$ cat src/rtl/mp_cache_types.sv
// Shared types and widths for the data cache and its memory-side adapter.
package mp_cache_types;

    localparam int LINE_WIDTH = 256;
    localparam int BEAT_WIDTH = 64;
    localparam int BEATS      = LINE_WIDTH / BEAT_WIDTH;

    typedef enum logic [2:0] {
        IDLE,
        WRITE_BURST,
        READ_REQ,
        READ_WAIT,
        READ_DONE
    } adapter_state_t;

endpackage

$ cat src/rtl/cacheline_adapter.sv
// Converts single cache-line reads/writes into 4-beat bmem bursts and
// reassembles read beats into a line. One transaction in flight at a time.
module cacheline_adapter #(
    parameter int LINE_WIDTH = mp_cache_types::LINE_WIDTH,
    parameter int BEAT_WIDTH = mp_cache_types::BEAT_WIDTH
) (
    input  logic                  clk,
    input  logic                  rst,

    input  logic [31:0]           dfp_addr,
    input  logic                  dfp_read,
    input  logic                  dfp_write,
    input  logic [LINE_WIDTH-1:0] dfp_wdata,
    output logic                  dfp_ready,
    output logic [31:0]           dfp_raddr,
    output logic [LINE_WIDTH-1:0] dfp_rdata,
    output logic                  dfp_rvalid,

    output logic [31:0]           bmem_addr,
    output logic                  bmem_read,
    output logic                  bmem_write,
    output logic [BEAT_WIDTH-1:0] bmem_wdata,
    input  logic                  bmem_ready,
    input  logic [31:0]           bmem_raddr,
    input  logic [BEAT_WIDTH-1:0] bmem_rdata,
    input  logic                  bmem_rvalid
);
    import mp_cache_types::*;

    localparam int BEAT_COUNT = LINE_WIDTH / BEAT_WIDTH;
    localparam int CNT_W      = $clog2(BEAT_COUNT);
    localparam logic [CNT_W-1:0] LAST_BEAT = CNT_W'(BEAT_COUNT - 1);

    adapter_state_t        state, state_next;
    logic [CNT_W-1:0]      cnt;
    logic [31:0]           addr_q;
    logic [LINE_WIDTH-1:0] line_q;
    logic [31:0]           raddr_q;
    logic [LINE_WIDTH-1:0] rdata_q;

    logic beat_hit;
    logic last_beat;

    assign beat_hit  = (state == READ_WAIT) && bmem_rvalid && (bmem_raddr == addr_q);
    assign last_beat = (cnt == LAST_BEAT);

    // NOTE: every variable in this block gets a default first, so no path
    // through the case can leave it unassigned and infer a latch.
    always_comb begin
        state_next = state;
        unique case (state)
            IDLE: begin
                if (dfp_write)     state_next = WRITE_BURST;
                else if (dfp_read) state_next = READ_REQ;
            end
            WRITE_BURST: if (last_beat)             state_next = IDLE;
            READ_REQ:    if (bmem_ready)            state_next = READ_WAIT;
            READ_WAIT:   if (beat_hit && last_beat) state_next = READ_DONE;
            READ_DONE:                              state_next = IDLE;
            default:                                state_next = IDLE;
        endcase
    end

    // NOTE: sequential state uses non-blocking assignments so every register
    // samples pre-edge values, independent of statement order.
    always_ff @(posedge clk or posedge rst) begin
        if (rst) state <= IDLE;
        else     state <= state_next;
    end

    // NOTE: the line buffers are plain flops, not RAM, so resetting them is
    // cheap and guarantees the returned line reads as zero after reset.
    always_ff @(posedge clk or posedge rst) begin
        if (rst) begin
            cnt     <= '0;
            addr_q  <= '0;
            line_q  <= '0;
            raddr_q <= '0;
            rdata_q <= '0;
        end else begin
            unique case (state)
                IDLE: begin
                    if (dfp_write) begin
                        addr_q <= dfp_addr;
                        line_q <= dfp_wdata;
                        cnt    <= '0;
                    end else if (dfp_read) begin
                        addr_q <= dfp_addr;
                        cnt    <= '0;
                    end
                end
                // Beat 0 waits for the memory handshake; later beats stream.
                WRITE_BURST: begin
                    if (cnt != '0 || bmem_ready) cnt <= cnt + 1'b1;
                end
                READ_REQ: begin
                    if (bmem_ready) cnt <= '0;
                end
                READ_WAIT: begin
                    if (beat_hit) begin
                        line_q[int'(cnt)*BEAT_WIDTH +: BEAT_WIDTH] <= bmem_rdata;
                        cnt <= cnt + 1'b1;
                        // Separate output copy keeps the last read line stable while
                        // line_q is reused by later writes or partial reads.
                        if (last_beat) begin
                            rdata_q <= {bmem_rdata, line_q[LINE_WIDTH-BEAT_WIDTH-1:0]};
                            raddr_q <= addr_q;
                        end
                    end
                end
                default: ;
            endcase
        end
    end

    assign dfp_ready  = (state == IDLE);
    assign dfp_rvalid = (state == READ_DONE);
    assign dfp_raddr  = raddr_q;
    assign dfp_rdata  = rdata_q;

    assign bmem_write = (state == WRITE_BURST);
    assign bmem_read  = (state == READ_REQ);
    assign bmem_addr  = (bmem_write || bmem_read) ? addr_q : '0;
    assign bmem_wdata = bmem_write ? line_q[int'(cnt)*BEAT_WIDTH +: BEAT_WIDTH] : '0;

endmodule

$ cat config.mk
export PLATFORM = sky130hd
export DESIGN_NAME = cacheline_adapter
export DESIGN_NICKNAME = d
export VERILOG_FILES = /design/src/rtl/mp_cache_types.sv /design/src/rtl/cacheline_adapter.sv
export SDC_FILE = /design/constraint.sdc
export NUM_CORES = 1
export LEC_CHECK = 0
export ABC_CLOCK_PERIOD_IN_PS = 52300
export CAP_MARGIN = 30
export CORE_AREA = 2 2 305 307
export CTS_BUF_LIST = sky130_fd_sc_hd__clkbuf_2 sky130_fd_sc_hd__clkbuf_4 sky130_fd_sc_hd__clkbuf_8
export CTS_CLUSTER_DIAMETER = 150
export DETAILED_ROUTE_END_ITERATION = 6
export DIE_AREA = 0 0 307 309
export GPL_TIMING_DRIVEN = 0
export MAX_ROUTING_LAYER = met4
export PLACE_DENSITY = 0.57
export SLEW_MARGIN = 5
export SYNTH_ARGS = -nofsm -noshare
export SYNTH_HDL_FRONTEND = slang
export SYNTH_SLANG_ARGS = --single-unit
$ cat constraint.sdc
create_clock -name clk -period 52.3 [get_ports clk]
set_input_delay 5.23 -clock clk [delete_from_list [all_inputs] [get_ports clk]]
set_output_delay 5.23 -clock clk [all_outputs]
set_load 0.03 [all_outputs]
# Yosys cells after proc, flatten, opt, wreduce, memory -nomap -nowiden
# Cells that the tools add are included.
# classes
n_addsub,2
bitwise,0
div_mod_pow,0
n_reduce_logical,15
shift,3
magnitude_cmp,0
eq_ne,13
multipliers,0
muxes,20
# ops
operator,n
2-to-1 mux 256 bit,2
case mux 256 bit (2 select lines),1
bitwise mux 256 bit,1
"variable shift 64 x 33 -> 256 bit, first input constant",1
variable part select 256 x 9 -> 64 bit,1
variable part select 64 x 33 -> 256 bit,1
2-to-1 mux 32 bit,3
2-to-1 mux 64 bit,1
negator 8 -> 33 bit,1
equality test 32 bit,1
2-to-1 mux 3 bit,5
case mux 3 bit (4 select lines),1
2-to-1 mux 2 bit,5
"!= test 2 x 1 -> 1 bit, second input constant",4
case mux 2 bit (4 select lines),1
"equality test 3 x 2 -> 1 bit, second input constant",2
AND reduction 3 bit,2
nonzero test 2 bit,3
AND reduction 5 bit,1
"!= test 2 bit, second input constant",2
AND reduction 4 bit,1
nonzero test 4 bit,1
"equality test 3 x 1 -> 1 bit, second input constant",1
"equality test 3 bit, second input constant",1
7 further kinds,10
# totals
n_memories,0
reg_bits,581
romBits,0
latchBits,0
mem_bits_rw,0

# Logic depth before layout (Yosys ltp)
# Gate-level depths: netlist (run 1).
# logic_depth
depth_word,6
mapped_depth,11

# Worst setup path after synthesis (run 1)
# No wires, ideal clock.
# synth_path
kind,register to output
startpoint,register cnt[0]
endpoint,output bmem_wdata[25]
arrival_time_ps,2384
path_stages_with_launch,6
required_ps,47070
n_path_buf,3
path_slack_ps,44686
cell_sequence,dfrtp_1 -> clkbuf_1 -> clkbuf_1 -> buf_1 -> mux4_2 -> and2_1
# synth_via
elab_chain_cells,2
# synth_lines
item,line,source
start: declaration,cacheline_adapter.sv:35,logic [CNT_W-1:0] cnt;
start signal: assignment,cacheline_adapter.sv:94,if (cnt != '0 || bmem_ready) cnt <= cnt + 1'b1;
start signal: assignment,cacheline_adapter.sv:102,cnt <= cnt + 1'b1;
variable part select 256 x 9 -> 64 bit,cacheline_adapter.sv:124,assign bmem_wdata = bmem_write ? line_q[int'(cnt)*BEAT_WIDTH +: BEAT_WIDTH] : '0;
2-to-1 mux 64 bit,cacheline_adapter.sv:124,
end: declaration,cacheline_adapter.sv:22,"output logic [BEAT_WIDTH-1:0] bmem_wdata,"
# Every way passes these cells.

# Worst setup path after layout (run 1)
# layout_path
startpoint,register cnt[0]
endpoint,output bmem_wdata[49]
# Same word-level chain as after synthesis.

==> impl_metrics.json, run 1 <==
{
  "drive_gt1_share_pct": 25.8,
  "cp_max_fo": 6,
  "io_pins": 778,
  "reg2regPathDepth": 14,
  "final.setup_skew_ps": 33.9,
  "synth_ff_type": "dfrtp_1",
  "peakVddDrop_mv": 0.0168,
  "rsz0062_at_grt": "no",
  "start_kind": "register",
  "power_frac_seq_pct": 45.8,
  "grt_start_max_net_pins": 122,
  "die_area_um2": 94900,
  "antenna_found_initial": 14,
  "switchingPower_mw": 0.234,
  "postCtsHoldBufs": 0,
  "p_int_mw": 0.768,
  "path_delay_family": "buffers and inverters",
  "hold_viol": 0,
  "p_leak_nw": 18.0,
  "place_hpwl_mm": 91.5,
  "crit_required_ps": 47070,
  "worst_setup_hold_path_clk_slew_ps": 60,
  "clkPwrFrac_pct": 48.1,
  "grt_pass1_wl_mm": 169,
  "io_buffers": 777,
  "yosysMostFrequentCell": "dfrtp_1",
  "met2_usage_pct": 42.0,
  "via_per_inst": 5.23,
  "grt.total_usage_pct": 25.4,
  "cpMostUsedCell": "clkbuf_1",
  "synthTopCellsByArea": "dfrtp_1, mux2_2, a22oi_1, mux4_2, a22o_1",
  "max_stage_delay_ps": 660,
  "path_class": "register to primary output",
  "rows": 111,
  "fin_crit_sh_pct": 18.6,
  "cts_tree": "done",
  "combinationalPowerShare_pct": 6.1,
  "max_slew_margin_pct": 36.0,
  "insertion_delay_ps": 780,
  "cts.repair.resized": 0,
  "slowest_stage": "clkdlybuf4s50_1",
  "dp_slack_ps": 43200,
  "finalSetupTns_ps": 0,
  "max_freq_mhz": 103,
  "clock-sinks": 581,
  "cts_root_buf": "clkbuf_8",
  "syn_area_um2": 26700,
  "gp_congestion": 0.913,
  "yosys_register_bits": 581,
  "worstPathArrival_ps": 4520,
  "core-area_um2": 91400,
  "yosysSeqAreaShare_pct": 54.4,
  "num_vias": 22000,
  "crit_chain": "clkbuf_1 -> clkbuf_1 -> buf_8 -> buf_1 -> buf_6 -> mux4_2 -> and2_1 -> clkdlybuf4s50_1",
  "postRouteAntennaNets": 0,
  "yosysWarnings": 0,
  "met1_usage_pct": 30.2,
  "tightestPinTransition_ps": 960,
  "htreeDepth": 3,
  "async_reset_ff_share_pct": 100,
  "synth_top_area_share_pct": 54.4,
  "crit_buf_inv": 6,
  "drt_iter0_markers": 1518,
  "initial_core_util_pct": 29.3,
  "cp-end-kind": "primary output",
  "cap_violations": 0,
  "violations": "DRC",
  "grt_pass1_vias": 23500,
  "min_path_type": "register to register",
  "synthCells": 1997,
  "synth_area_leader_cell": "dfrtp_1",
  "power_density_nw_per_um2": 25.8,
  "nNetsFinal": 3307,
  "setup_viol": 0,
  "cp.depth": 8,
  "numCtsBuffers": 107,
  "fp.dieW_um": 307,
  "drc_errors": 1,
  "fin_ws_ps": 42550,
  "detail_route.wirelength_mm": 120,
  "synthTopCellsByCount": "dfrtp_1, mux2_2, a22oi_1",
  "synth.distinct_cells": 45,
  "cts_setup_buffers": 0,
  "drtPass1Iterations": 7,
  "met3_usage_pct": 6.49,
  "area_growth_pct": 45.4,
  "outcome": "complete, but fails checks",
  "synth-edff-count": 0,
  "clockBufferDepth": 3,
  "slew_violations": 0,
  "syn-num-nets": 2392,
  "busiest_layer": "met2",
  "min_period_ps": 9750,
  "hold_depth": 1,
  "globalRoute.totalOverflow": 0,
  "p_sw_share_pct": 23.3,
  "post_drt_wl_per_cell_um": 28.7,
  "synth.avg_cell_area_um2": 13.4,
  "dieHeight_um": 309
}
-- worst register-to-register path, cell delays in order, from the launching register on --
cell      delay, ps
dfrtp_1         440
clkbuf_1        340
buf_8           220
clkbuf_1        280
buf_6           230
inv_1           120
ha_1            250
nor2_1          140
nand2_1         110
nor3b_1         220
clkbuf_1        420
buf_8           230
clkbuf_1        560
a22oi_1         240
a22oi_1         230
-- placed cells by master, fill, tap and decap left out, types with 40 or more instances in the layout --
cell               n
buf_2             46
a22oi_1          256
clkbuf_1         108
clkdlybuf4s50_1  777
mux4_2            64
clkbuf_8         134
nor2_1           136
dfrtp_1          581
mux2_2           428
and2_1            64
a22o_1           129
clkbuf_4          40
nor2b_1           44
-- through the flow --
step                      util, %  cell area [um^2]  total power [mW]  hold slack [ps]  std cells
final                        42.6             38900              1.00              497       4196
after global routing         42.5             38900              1.04              516       4192
after CTS                    42.5             38800              1.01              498       4178
after detailed placement     39.9             36400             0.528              485       3985
after global placement       39.4             36000             0.526              478       3960
after floorplan                 -             26700             0.484              476       1997
-- layer usage --
metal | share of wire (%) | up-vias
li1 | - | 9332
met1 | 40 | 11500
met2 | 50 | 898
met3 | 7.2 | 201
met4 | 3.0 | 0
met5 | 0 | -
-- cell families (layout without fill, tap and decap cells) --
family | Yosys count | count (layout) | synth area share [%]
buffers and inverters | 179 | 1178 | 2.81
XOR/XNOR | 24 | 24 | 0.786
multiplexers | 513 | 513 | 24.3
AND/OR/NAND/NOR | 295 | 295 | 5.66
other | 0 | 14 | 0
AO/OA/AOI/OAI | 400 | 400 | 11.8
adder cells (fa/ha/maj) | 5 | 5 | 0.234
flip-flops | 581 | 581 | 54.4
-- flip-flops by register name, summed over array words and instances, names as in the netlist --
register / flops
line_q: 256
cnt: 2
addr_q: 32
dfp_rdata: 256
dfp_raddr: 32
state: 3
-- path summary, 6_finish.rpt --
check / startpoint / to / slack (ps)
min in group asynchronous: rst / dfp_rdata[76] / 4890
min: dfp_rdata[136] / dfp_rdata[136] / 500
max in group asynchronous: rst / line_q[175] / 45410
max: cnt[0] / bmem_wdata[49] / 42550
min reg2reg: dfp_rdata[136] / dfp_rdata[136] / 500
max reg2reg: cnt[1] / line_q[206] / 48190
-- cell type report --
type / count / area, um^2
diodes: 14 / 35.0
plain buffers: 171 / 724
clock buffers: 174 / 2140
clock inverters: 19 / 216
fillers: 8539 / 52500
inverters: 8 / 37.5
multi-input cells: 1237 / 11400
flip-flops and latches: 581 / 14500
well taps: 1186 / 1480
repair buffers: 806 / 8260
-- power by group through the flow --
| stage | combinational [mW] | clock [mW] | sequential, mW |
|---|---|---|---|
| CTS | 0.0614 | 0.493 | 0.459 |
| global placement | 0.0592 | 0 | 0.467 |
| global route | 0.0653 | 0.514 | 0.459 |
| detailed placement | 0.0610 | 0 | 0.467 |
| floorplan | 0.0183 | 0 | 0.465 |
| finish | 0.0609 | 0.482 | 0.459 |
Note: power is estimated with default switching activity, not from simulation.
==> run 2, diff against run 1 <==
- ABC_CLOCK_PERIOD_IN_PS: 52300 -> 9680
- CORE_AREA: 2 2 305 307 -> 2 2 299 301
- DIE_AREA: 0 0 307 309 -> 0 0 301 303
- PLACE_DENSITY: 0.57 -> 0.58
- clock period: 52.3 -> 9.68 ns (I/O delays scaled with it)
==> impl_metrics.json, run 2 (synthesized netlist as in run 1, its figures left out) <==
{
  "io_buffers": 777,
  "crit_chain": "clkbuf_1 -> clkbuf_1 -> buf_6 -> buf_1 -> buf_8 -> mux4_2 -> and2_1 -> clkdlybuf4s50_1",
  "cts_root_buf": "clkbuf_8",
  "via_per_inst": 5.29,
  "p_total_mw": 5.33,
  "insertion_delay_ps": 720,
  "htreeDepth": 3,
  "fin_crit_sh_pct": 55.8,
  "worstPathArrival_ps": 4440,
  "mostFrequentLayoutCells": "clkdlybuf4s50_1, dfrtp_1, mux2_2, a22oi_1, nor2_1",
  "final.setup_skew_ps": 46.9,
  "num_vias": 22100,
  "detail_route.wirelength_mm": 119,
  "combinationalPowerShare_pct": 6.4,
  "globalRoute.totalOverflow": 0,
  "path_class": "register to primary output",
  "cap_violations": 0,
  "cts_tree": "done",
  "tightestPinTransition_ps": 981,
  "initial_core_util_pct": 30.4,
  "max_slew_margin_pct": 34.0,
  "drive_gt1_share_pct": 25.8,
  "place_hpwl_mm": 91.5,
  "final_cell_area_um2": 39000,
  "slew_violations": 0,
  "cpMostUsedCell": "clkbuf_1",
  "power_frac_seq_pct": 46.5,
  "cp-end-kind": "primary output",
  "post_drt_wl_per_cell_um": 28.6,
  "dpl_cell_area_um2": 36600,
  "max_stage_delay_ps": 700,
  "setup_viol": 0,
  "slowest_stage": "clkbuf_1",
  "core-area_um2": 88000,
  "clock-sinks": 581,
  "p_leak_nw": 18.0,
  "power_density_nw_per_um2": 137,
  "dp_slack_ps": 4970,
  "min_period_ps": 5400,
  "die_area_um2": 91200,
  "grt_pass1_wl_mm": 169,
  "area_growth_pct": 45.8,
  "start_kind": "register",
  "switchingPower_mw": 1.25,
  "drc_errors": 0,
  "fin_ws_ps": 4280,
  "clkPwrFrac_pct": 47.2,
  "io_pins": 778,
  "rsz0062_at_grt": "no",
  "cts_setup_buffers": 0,
  "final_cell_count_no_fill": 4181,
  "dieHeight_um": 303,
  "fp.dieW_um": 301,
  "grt.total_usage_pct": 26.4,
  "cp_max_fo": 8,
  "min_path_type": "register to register",
  "crit_required_ps": 8710,
  "grt_start_max_net_pins": 42,
  "nNetsFinal": 3314,
  "numCtsBuffers": 103,
  "holdWs_ps": 493,
  "max_freq_mhz": 185,
  "drt_iter0_markers": 1463,
  "hold_viol": 0,
  "peakVddDrop_mv": 0.101,
  "clockBufferDepth": 3,
  "rows": 109,
  "n_fill_cell": 8113,
  "cts.repair.resized": 0,
  "p_int_mw": 4.08,
  "gp_congestion": 0.924,
  "p_sw_share_pct": 23.5,
  "grt_pass1_vias": 23700,
  "drtPass1Iterations": 6,
  "placed_cells": 3977,
  "final_common_cell": "clkdlybuf4s50_1",
  "postRouteAntennaNets": 0,
  "worst_setup_hold_path_clk_slew_ps": 60,
  "postCtsHoldBufs": 0,
  "antenna_found_initial": 18,
  "outcome": "finished, final reports clean"
}
-- run 2: cell count changes in the layout (fill, tap and decap cells not counted), moves of 2 or more --
cell,change
inv_6,-3
clkinv_2,-3
clkinv_8,+3
buf_8,+3
bufinv_16,-2
buf_12,+15
buf_16,-5
diode_2,+3
clkbuf_8,-2
-- run 2: power by group through the flow --
stage | registers (mW) | clock network, mW | logic, mW
floorplan | 2.52 | 0 | 0.0989
global placement | 2.52 | 0 | 0.319
detailed placement | 2.52 | 0 | 0.340
CTS | 2.48 | 2.58 | 0.342
global route | 2.48 | 2.69 | 0.365
finish | 2.48 | 2.52 | 0.340
-- run 2: metrics by stage --
step	utilization, %	TNS (ps)
finish	44.3	0
global route	44.3	0
CTS	44.2	0
detailed placement	41.6	0
global placement	40.9	-1693530
floorplan	-	0
-- run 2: worst paths after layout --
check / start / end / slack (ps) / depth (start not counted)
setup / recovery: cnt[0] / bmem_wdata[43] / 4280 / 8
max in group asynchronous: rst / line_q[113] / 6840 / 8
setup reg to reg: cnt[1] / line_q[128] / 5630 / 13
min in group asynchronous: rst / dfp_rdata[77] / 750 / 2
hold / removal: line_q[35] / dfp_rdata[35] / 490 / 1
hold reg to reg: line_q[35] / dfp_rdata[35] / 490 / 1
-- run 2: layout make-up --
| cell class | instances | area [um^2] | share of cell area (%) |
|---|---|---|---|
| Tap cell | 1165 | 1460 | 3.74 |
| Multi-Input combinational cell | 1237 | 11400 | 29.4 |
| Buffer | 171 | 724 | 1.86 |
| Antenna cell | 17 | 42.5 | 0.109 |
| Sequential cell | 581 | 14500 | 37.3 |
| Inverter | 8 | 33.8 | 0.0867 |
| Clock inverter | 14 | 173 | 0.443 |
| Timing Repair Buffer | 817 | 8450 | 21.7 |
| Clock buffer | 171 | 2110 | 5.41 |
-- run 2: critical path: cells and delay by family (launching register included) --
family                 cells  cell delay (ps)
AND/OR/NAND/NOR            1              180
multiplexers               1              500
flip-flops                 1              430
buffers and inverters      6             2610
-- run 2: metal layers --
layer  share of wire, %  up-vias  track usage (%)
met5                  0        -                -
met3                7.2      212             6.14
met4                3.4        0             9.95
met2                 50      979             43.6
met1                 40    11600             31.4
li1                   -     9349                -
==> run 3, diff against run 2 <==
- ABC_CLOCK_PERIOD_IN_PS: 9680 -> 5500
- clock period: 9.68 -> 5.5 ns (I/O delays scaled with it)
==> results of run 3 <==
Same layout as run 2 (identical final DEF). Status: finished, final reports clean.
Main changes from that run: setup slack after placement 4970 ps -> 1210 ps; setup slack after layout 4280 ps -> 514 ps; hold slack 493 ps -> 328 ps; register-to-register setup slack 5630 ps -> 1450 ps; total power 5.33 mW -> 9.39 mW; worst IR drop on VDD 0.101 mV -> 0.178 mV
